==> config.mk <==
export PLATFORM = sky130hd
export DESIGN_NAME = alu_mc_flat
export DESIGN_NICKNAME = d
export VERILOG_FILES = /design/src/rtl/alu_pkg.sv /design/src/rtl/alu_mc_if.sv /design/src/rtl/alu_mul_iter.sv /design/src/rtl/alu_mc.sv /design/src/flat_wrapper.sv
export SDC_FILE = /design/constraint.sdc
export NUM_CORES = 1
export LEC_CHECK = 0
export BUFFER_PORTS_ARGS = -buffer_cell sky130_fd_sc_hd__buf_2
export CORE_MARGIN = 3
export CORE_UTILIZATION = 56
export DETAILED_ROUTE_END_ITERATION = 8
export PLACE_DENSITY = 0.76
export SYNTH_ARGS = -nofsm -noshare
export SYNTH_HDL_FRONTEND = slang
export SYNTH_SLANG_ARGS = --single-unit
==> constraint.sdc <==
create_clock -name clk -period 3.1 [get_ports clk]
set_clock_uncertainty 0.1 [all_clocks]
set_input_delay 0.62 -clock clk [delete_from_list [all_inputs] [get_ports clk]]
set_output_delay 0.62 -clock clk [all_outputs]
set_load 0.02 [all_outputs]
==> src/rtl/alu_pkg.sv <==
// Shared types for the multi-cycle ALU.
// Opcode encoding, FSM states, legal-opcode bound.
package alu_pkg;

    typedef enum logic [3:0] {
        OP_ADD  = 4'd0,
        OP_SUB  = 4'd1,
        OP_AND  = 4'd2,
        OP_SLTU = 4'd3,
        OP_OR   = 4'd4,
        OP_XOR  = 4'd5,
        OP_NOT  = 4'd6,
        OP_NOR  = 4'd7,
        OP_SLL  = 4'd8,
        OP_SRL  = 4'd9,
        OP_SRA  = 4'd10,
        OP_SLT  = 4'd11,
        OP_MUL  = 4'd12
    } alu_op_t;

    typedef enum logic [1:0] {
        ST_IDLE = 2'd0,
        ST_MUL  = 2'd1,
        ST_DONE = 2'd2
    } mul_state_t;

    localparam logic [3:0] OP_LAST_LEGAL = 4'd12;

endpackage

==> src/rtl/alu_mc_if.sv <==
// Operand/result handshake bundle of the ALU.
// master = register-read/writeback side, slave = ALU.
interface alu_mc_if #(
    parameter int WIDTH = 8
);
    logic             in_valid;
    logic             in_ready;
    logic [WIDTH-1:0] read1;
    logic [WIDTH-1:0] read2;
    logic [3:0]       control;
    logic             out_valid;
    logic             out_ready;
    logic [WIDTH-1:0] result;
    logic             zero;
    logic             negative;
    logic             carry;
    logic             overflow;
    logic             err;

    modport master (
        output in_valid, read1, read2, control, out_ready,
        input  in_ready, out_valid, result,
        input  zero, negative, carry, overflow, err
    );

    modport slave (
        input  in_valid, read1, read2, control, out_ready,
        output in_ready, out_valid, result,
        output zero, negative, carry, overflow, err
    );

endinterface

==> src/rtl/alu_mul_iter.sv <==
// Iterative shift-add multiplier, one multiplier bit per cycle.
// done is high during the last iteration; product is final after it.
module alu_mul_iter #(
    parameter int WIDTH = 8
) (
    input  logic               clk,
    input  logic               reset,
    input  logic               start,
    input  logic [WIDTH-1:0]   a,
    input  logic [WIDTH-1:0]   b,
    output logic               busy,
    output logic               done,
    output logic [2*WIDTH-1:0] product
);
    localparam int CW = $clog2(WIDTH);
    localparam logic [CW-1:0] LAST = CW'(WIDTH - 1);

    logic [2*WIDTH-1:0] mcand;
    logic [2*WIDTH-1:0] acc;
    logic [WIDTH-1:0]   mplier;
    logic [CW-1:0]      cnt;
    logic               run;

    assign busy    = run;
    assign done    = run && (cnt == LAST);
    assign product = acc;

    // Load operands on start, then add-and-shift until the last bit.
    always_ff @(posedge clk) begin
        if (reset) begin
            mcand  <= '0;
            acc    <= '0;
            mplier <= '0;
            cnt    <= '0;
            run    <= 1'b0;
        end else if (start) begin
            mcand  <= {{WIDTH{1'b0}}, a};
            acc    <= '0;
            mplier <= b;
            cnt    <= '0;
            run    <= 1'b1;
        end else if (run) begin
            if (mplier[0]) begin
                acc <= acc + mcand;
            end
            mcand  <= mcand << 1;
            mplier <= mplier >> 1;
            cnt    <= cnt + CW'(1);
            if (done) begin
                run <= 1'b0;
            end
        end
    end

endmodule

==> src/rtl/alu_mc.sv <==
// Multi-cycle ALU: single-cycle ops plus iterative MUL,
// registered result/flags behind valid/ready handshakes.
module alu_mc #(
    parameter int WIDTH = 8
) (
    input  logic     clk,
    input  logic     reset,
    alu_mc_if.slave  bus
);
    import alu_pkg::*;

    localparam int SHW = $clog2(WIDTH);

    mul_state_t state;
    mul_state_t state_nx;

    logic               accept;
    logic               is_mul;
    logic               mul_start;
    logic               mul_busy;
    logic               mul_done;
    logic [2*WIDTH-1:0] product;

    logic [WIDTH-1:0] a;
    logic [WIDTH-1:0] b;
    logic [SHW-1:0]   sh;
    logic [WIDTH:0]   sum_add;
    logic [WIDTH:0]   sum_sub;

    logic [WIDTH-1:0] sc_res;
    logic             sc_c;
    logic             sc_v;
    logic             sc_e;

    logic [WIDTH-1:0] res_q;
    logic             zero_q;
    logic             neg_q;
    logic             carry_q;
    logic             ovf_q;
    logic             err_q;
    logic             valid_q;

    assign a  = bus.read1;
    assign b  = bus.read2;
    assign sh = bus.read2[SHW-1:0];

    assign bus.in_ready = (state == ST_IDLE)
                        && (!valid_q || bus.out_ready)
                        && !reset;
    assign accept    = bus.in_valid && bus.in_ready;
    assign is_mul    = (bus.control == OP_MUL);
    assign mul_start = accept && is_mul;

    assign bus.out_valid = valid_q;
    assign bus.result    = res_q;
    assign bus.zero      = zero_q;
    assign bus.negative  = neg_q;
    assign bus.carry     = carry_q;
    assign bus.overflow  = ovf_q;
    assign bus.err       = err_q;

    alu_mul_iter #(
        .WIDTH (WIDTH)
    ) u_mul (
        .clk     (clk),
        .reset   (reset),
        .start   (mul_start),
        .a       (a),
        .b       (b),
        .busy    (mul_busy),
        .done    (mul_done),
        .product (product)
    );

    // Single-cycle datapath: result plus carry/overflow/illegal.
    always_comb begin
        sum_add = {1'b0, a} + {1'b0, b};
        sum_sub = {1'b0, a} - {1'b0, b};
        sc_res  = '0;
        sc_c    = 1'b0;
        sc_v    = 1'b0;
        sc_e    = 1'b0;
        case (bus.control)
            OP_ADD: begin
                sc_res = sum_add[WIDTH-1:0];
                sc_c   = sum_add[WIDTH];
                sc_v   = (a[WIDTH-1] == b[WIDTH-1])
                       && (sum_add[WIDTH-1] != a[WIDTH-1]);
            end
            OP_SUB: begin
                sc_res = sum_sub[WIDTH-1:0];
                sc_c   = sum_sub[WIDTH];
                sc_v   = (a[WIDTH-1] != b[WIDTH-1])
                       && (sum_sub[WIDTH-1] != a[WIDTH-1]);
            end
            OP_AND:  sc_res = a & b;
            OP_SLTU: sc_res = {{(WIDTH-1){1'b0}}, a < b};
            OP_OR:   sc_res = a | b;
            OP_XOR:  sc_res = a ^ b;
            OP_NOT:  sc_res = ~a;
            OP_NOR:  sc_res = ~(a | b);
            OP_SLL:  sc_res = a << sh;
            OP_SRL:  sc_res = a >> sh;
            OP_SRA:  sc_res = $signed(a) >>> sh;
            OP_SLT: begin
                sc_res = {{(WIDTH-1){1'b0}},
                          $signed(a) < $signed(b)};
            end
            OP_MUL:  sc_res = '0;
            default: sc_e = (bus.control > OP_LAST_LEGAL);
        endcase
    end

    // FSM state register.
    always_ff @(posedge clk) begin
        if (reset) begin
            state <= ST_IDLE;
        end else begin
            state <= state_nx;
        end
    end

    // FSM next state: MUL runs the multiplier, DONE loads its result.
    always_comb begin
        state_nx = state;
        unique case (state)
            ST_IDLE: if (mul_start) state_nx = ST_MUL;
            ST_MUL:  if (mul_done)  state_nx = ST_DONE;
            ST_DONE: state_nx = ST_IDLE;
            default: state_nx = ST_IDLE;
        endcase
    end

    // Output registers: load on single-cycle accept or MUL done,
    // hold while stalled, drop valid once consumed.
    always_ff @(posedge clk) begin
        if (reset) begin
            res_q   <= '0;
            zero_q  <= 1'b0;
            neg_q   <= 1'b0;
            carry_q <= 1'b0;
            ovf_q   <= 1'b0;
            err_q   <= 1'b0;
            valid_q <= 1'b0;
        end else if (accept && !is_mul) begin
            res_q   <= sc_res;
            zero_q  <= (sc_res == '0);
            neg_q   <= sc_res[WIDTH-1];
            carry_q <= sc_c;
            ovf_q   <= sc_v;
            err_q   <= sc_e;
            valid_q <= 1'b1;
        end else if (state == ST_DONE) begin
            res_q   <= product[WIDTH-1:0];
            zero_q  <= (product[WIDTH-1:0] == '0);
            neg_q   <= product[WIDTH-1];
            carry_q <= |product[2*WIDTH-1:WIDTH];
            ovf_q   <= 1'b0;
            err_q   <= 1'b0;
            valid_q <= 1'b1;
        end else if (valid_q && bus.out_ready) begin
            valid_q <= 1'b0;
        end
    end

    logic unused_ok;
    assign unused_ok = mul_busy;

endmodule
==> src/flat_wrapper.sv <==
// flat-port wrapper written by rule: the top's interface ports become plain ports
module alu_mc_flat import alu_pkg::*;
#(
    parameter int WIDTH = 8
)
  (clk, reset, bus_in_valid, bus_read1, bus_read2, bus_control, bus_out_ready, bus_in_ready, bus_out_valid, bus_result, bus_zero, bus_negative, bus_carry, bus_overflow, bus_err);
  alu_mc_if #(.WIDTH(WIDTH)) bus_i ();
  input  logic clk;
  input  logic reset;
  input wire logic [$bits(bus_i.in_valid)-1:0] bus_in_valid;
  input wire logic [$bits(bus_i.read1)-1:0] bus_read1;
  input wire logic [$bits(bus_i.read2)-1:0] bus_read2;
  input wire logic [$bits(bus_i.control)-1:0] bus_control;
  input wire logic [$bits(bus_i.out_ready)-1:0] bus_out_ready;
  output wire logic [$bits(bus_i.in_ready)-1:0] bus_in_ready;
  output wire logic [$bits(bus_i.out_valid)-1:0] bus_out_valid;
  output wire logic [$bits(bus_i.result)-1:0] bus_result;
  output wire logic [$bits(bus_i.zero)-1:0] bus_zero;
  output wire logic [$bits(bus_i.negative)-1:0] bus_negative;
  output wire logic [$bits(bus_i.carry)-1:0] bus_carry;
  output wire logic [$bits(bus_i.overflow)-1:0] bus_overflow;
  output wire logic [$bits(bus_i.err)-1:0] bus_err;
  assign bus_i.in_valid = bus_in_valid;
  assign bus_i.read1 = bus_read1;
  assign bus_i.read2 = bus_read2;
  assign bus_i.control = bus_control;
  assign bus_i.out_ready = bus_out_ready;
  assign bus_in_ready = bus_i.in_ready;
  assign bus_out_valid = bus_i.out_valid;
  assign bus_result = bus_i.result;
  assign bus_zero = bus_i.zero;
  assign bus_negative = bus_i.negative;
  assign bus_carry = bus_i.carry;
  assign bus_overflow = bus_i.overflow;
  assign bus_err = bus_i.err;
  alu_mc #(.WIDTH(WIDTH)) u_core (.clk(clk), .reset(reset), .bus(bus_i));
endmodule
==> qor.yml <==
crit_chain: "buf_2 > inv_1 > ha_1 > inv_1 > fa_1 > nor2b_1 > o21a_1 > o32a_1 > o2111ai_1 > o31a_1 > nor4_2 > and4bb_1 > a31o_1"
cts_tree: "yes"
overflow: 0
hpwl_um: 11200
instances_no_fill: 809
total_power_mw: 1.99
grt_first_pass_wirelength_um: 23800
clock-sinks: 59
worstSetupStartpointType: "input port"
end_kind: "flop"
vias: 5101
ir_drop_uv: 269
cts_inserted_buffers: 9
slew_violations: 0
critPathTopFamily: "compound AO/OA/AOI/OAI gates"
period_minus_slack_ns: 2.83
ff2ff_path_depth: 11
clock_latency_ns: 0.34
viasPerCell: 6.31
worstReg2RegEnd: "u_core.u_mul.product[14]$_SDFFE_PP0P_"
die-area_um2: 10400
hp-start: "u_core.bus.err$_SDFFE_PP0P_"
wirelength_um: 14600
root_buffer: "clkbuf_8"
wl_per_cell_um: 18.1
crit_type: "in2reg"
max_stage_delay_ns: 0.41
required_ns: 3.24
cp_common_cell: "inv_1"
status: "finished clean"
die-width_um: 102
io_pins: 39
hold_buffers: 0
syn_nets: 717
tightest_slew_ns: 0.779
r2r_slack_ns: 0.39
clkTransAtPathRegs_ns: 0.07
std_cell_rows: 34
ys.flop_type: "dfxtp_1"
setup_violations: 0
p_leak_nw: 2.40
hold_slack_ns: 0.362
cts_setup_buffers: 0
arrival_ns: 2.97
max_slew_margin: 0.480
final_cell_area_um2: 5860
initial_core_util: 0.583
synthCells: 641
track_usage: 0.290
path_buf_inv: 3
nNetsFinal: 772
yosys_register_bits: 59
diodes: 0
async_reset_ff_frac: 0
synth_edf_count: 0
grt_pass1_vias: 4643
gp_congestion: 1.02
p_per_area_nw_per_um2: 340
hold_violations: 0
synth_seq_area_share: 0.229
io_buffers: 38
drv_cap: 0
grt_start_max_net_pins: 34
drtAntennaViolNets: 0
r2r-start: "u_core.u_mul.product[0]$_SDFFE_PP0P_"
whs_path_depth: 2
hold_path_end: "u_core.bus.err$_SDFFE_PP0P_"
fmax_mhz: 353
drtIter0Drc: 540
drtPass1Iterations: 5
critPathSlowestCell: "fa_1"
hold_path_class: "reg2reg"
cts-resized-gates: 0
post_dp_cell_area_um2: 5660
clock_tree.buffer_depth: 2
placed_cells: 793
coreArea_um2: 8850
crit_fanout: 3
min_period_over_period: 0.914
drive_above_1_share: 0.191
area_growth_pct: 13.6
syn_area_um2: 5150
rsz0062_at_grt: "false"
yosysUniqueCellTypes: 78
h-tree-depth: 3
route.detailed.drc: 0
syn_avg_cell_area_um2: 8.04
antenna_found_initial: 0
dieHeight_um: 102
ys_warn_count: 0
[synth_stat cells, drive strengths merged, types with 4 or more instances]
library cell / count / area share
nor3: 19 / 0.018
a211oi: 23 / 0.035
o21ai: 26 / 0.025
nand3b: 7 / 0.010
buf: 20 / 0.021
nand2b: 9 / 0.011
clkbuf: 23 / 0.017
dfxtp: 59 / 0.23
nand3: 14 / 0.014
nor2b: 9 / 0.011
xnor2: 13 / 0.022
a31o: 6 / 0.010
ha: 49 / 0.12
o211ai: 8 / 0.013
nor4: 5 / 0.0073
mux2i: 32 / 0.062
a21oi: 55 / 0.054
a2bb2oi: 4 / 0.0068
nor2: 62 / 0.046
o21a: 7 / 0.010
and3: 4 / 0.0049
a311oi: 4 / 0.0068
a22oi: 6 / 0.0097
inv: 32 / 0.023
or3: 7 / 0.0085
a31oi: 9 / 0.011
nor3b: 6 / 0.0097
nand2: 59 / 0.043
mux4: 9 / 0.039
[worst max path at each step]
stage                       from                           end  cells after the start
floorplan           bus_read2[1]  u_core.bus.zero$_SDFFE_PP0P_                     12
global placement    bus_read1[0]  u_core.bus.zero$_SDFFE_PP0P_                     13
detailed placement  bus_read1[0]  u_core.bus.zero$_SDFFE_PP0P_                     13
CTS                 bus_read1[0]  u_core.bus.zero$_SDFFE_PP0P_                     13
global route        bus_read1[0]  u_core.bus.zero$_SDFFE_PP0P_                     13
finish              bus_read1[0]  u_core.bus.zero$_SDFFE_PP0P_                     13
[cell usage in the layout (no fill, tap or decap), types with 24 or more instances in the layout]
cell type / instances
nor2_1: 61
nand2_1: 59
dfxtp_1: 59
a21oi_1: 54
ha_1: 49
buf_4: 49
buf_2: 38
mux2i_1: 32
inv_1: 30
o21ai_0: 24
[worst register-to-register path, delay by kind of cell (launching register included)]
| kind | cells | cell delay, ns |
|---|---|---|
| and+or+nand+nor | 1 | 0.13 |
| DFF | 1 | 0.38 |
| AOI/OAI and AO/OA | 6 | 1.17 |
| adders and majority gates | 2 | 0.57 |
| muxes | 1 | 0.16 |
| buffers and inverters | 1 | 0.06 |
[flip-flops by register name, summed over array words and instances (netlist names)]
register	count
u_core.u_mul.mplier	8
u_core.u_mul.busy	1
u_core.bus.err	1
u_core.bus.result	7
u_core.u_mul.mcand	16
u_core.bus.carry	1
u_core.u_mul.product	16
u_core.u_mul.cnt	3
u_core.bus.out_valid	1
u_core.bus.overflow	1
u_core.bus.zero	1
u_core.state	2
u_core.bus.negative	1
[cells by family after synthesis]
family | Yosys count | share of synthesized area
adders and majority gates | 52 | 0.131
AOI/OAI and AO/OA | 183 | 0.247
and+or+nand+nor | 213 | 0.201
DFF | 59 | 0.229
muxes | 42 | 0.104
xor gates and xnor gates | 16 | 0.0272
buffers and inverters | 76 | 0.0614
[routing by layer]
layer,track usage,wire (µm),up-vias
li1,-,-,2448
met1,0.408,6460,2385
met2,0.458,6660,236
met3,0.0416,1100,32
met4,0.0959,400,0
met5,0,0,-
[cell type report]
cell class              count  area [µm²]
well taps                 108         135
clock inverters             6        65.1
repair buffers             87         558
clock buffers              10         138
flip-flops and latches     59        1180
inverters                  33         124
fillers                   744        2990
multi-input cells         506        3660
[where the power goes]
part	total (mW)	switching, mW	internal, mW	leakage (nW)
Sequential	0.778	0.00712	0.771	0.477
Clock	0.723	0.330	0.393	0.102
Combinational	0.492	0.285	0.207	1.82
Total	1.99	0.623	1.37	2.40
[metrics by stage]
step,utilization,setup WS (ns),setup TNS [ns]
after global placement,0.639,0.00546,0
after floorplan,-,0.0499,0
after CTS,0.662,0.301,0
final,0.662,0.265,0
after detailed placement,0.639,-0.0456,-0.0456
after global routing,0.662,0.0930,0
Power figures use the tool's default switching activity.
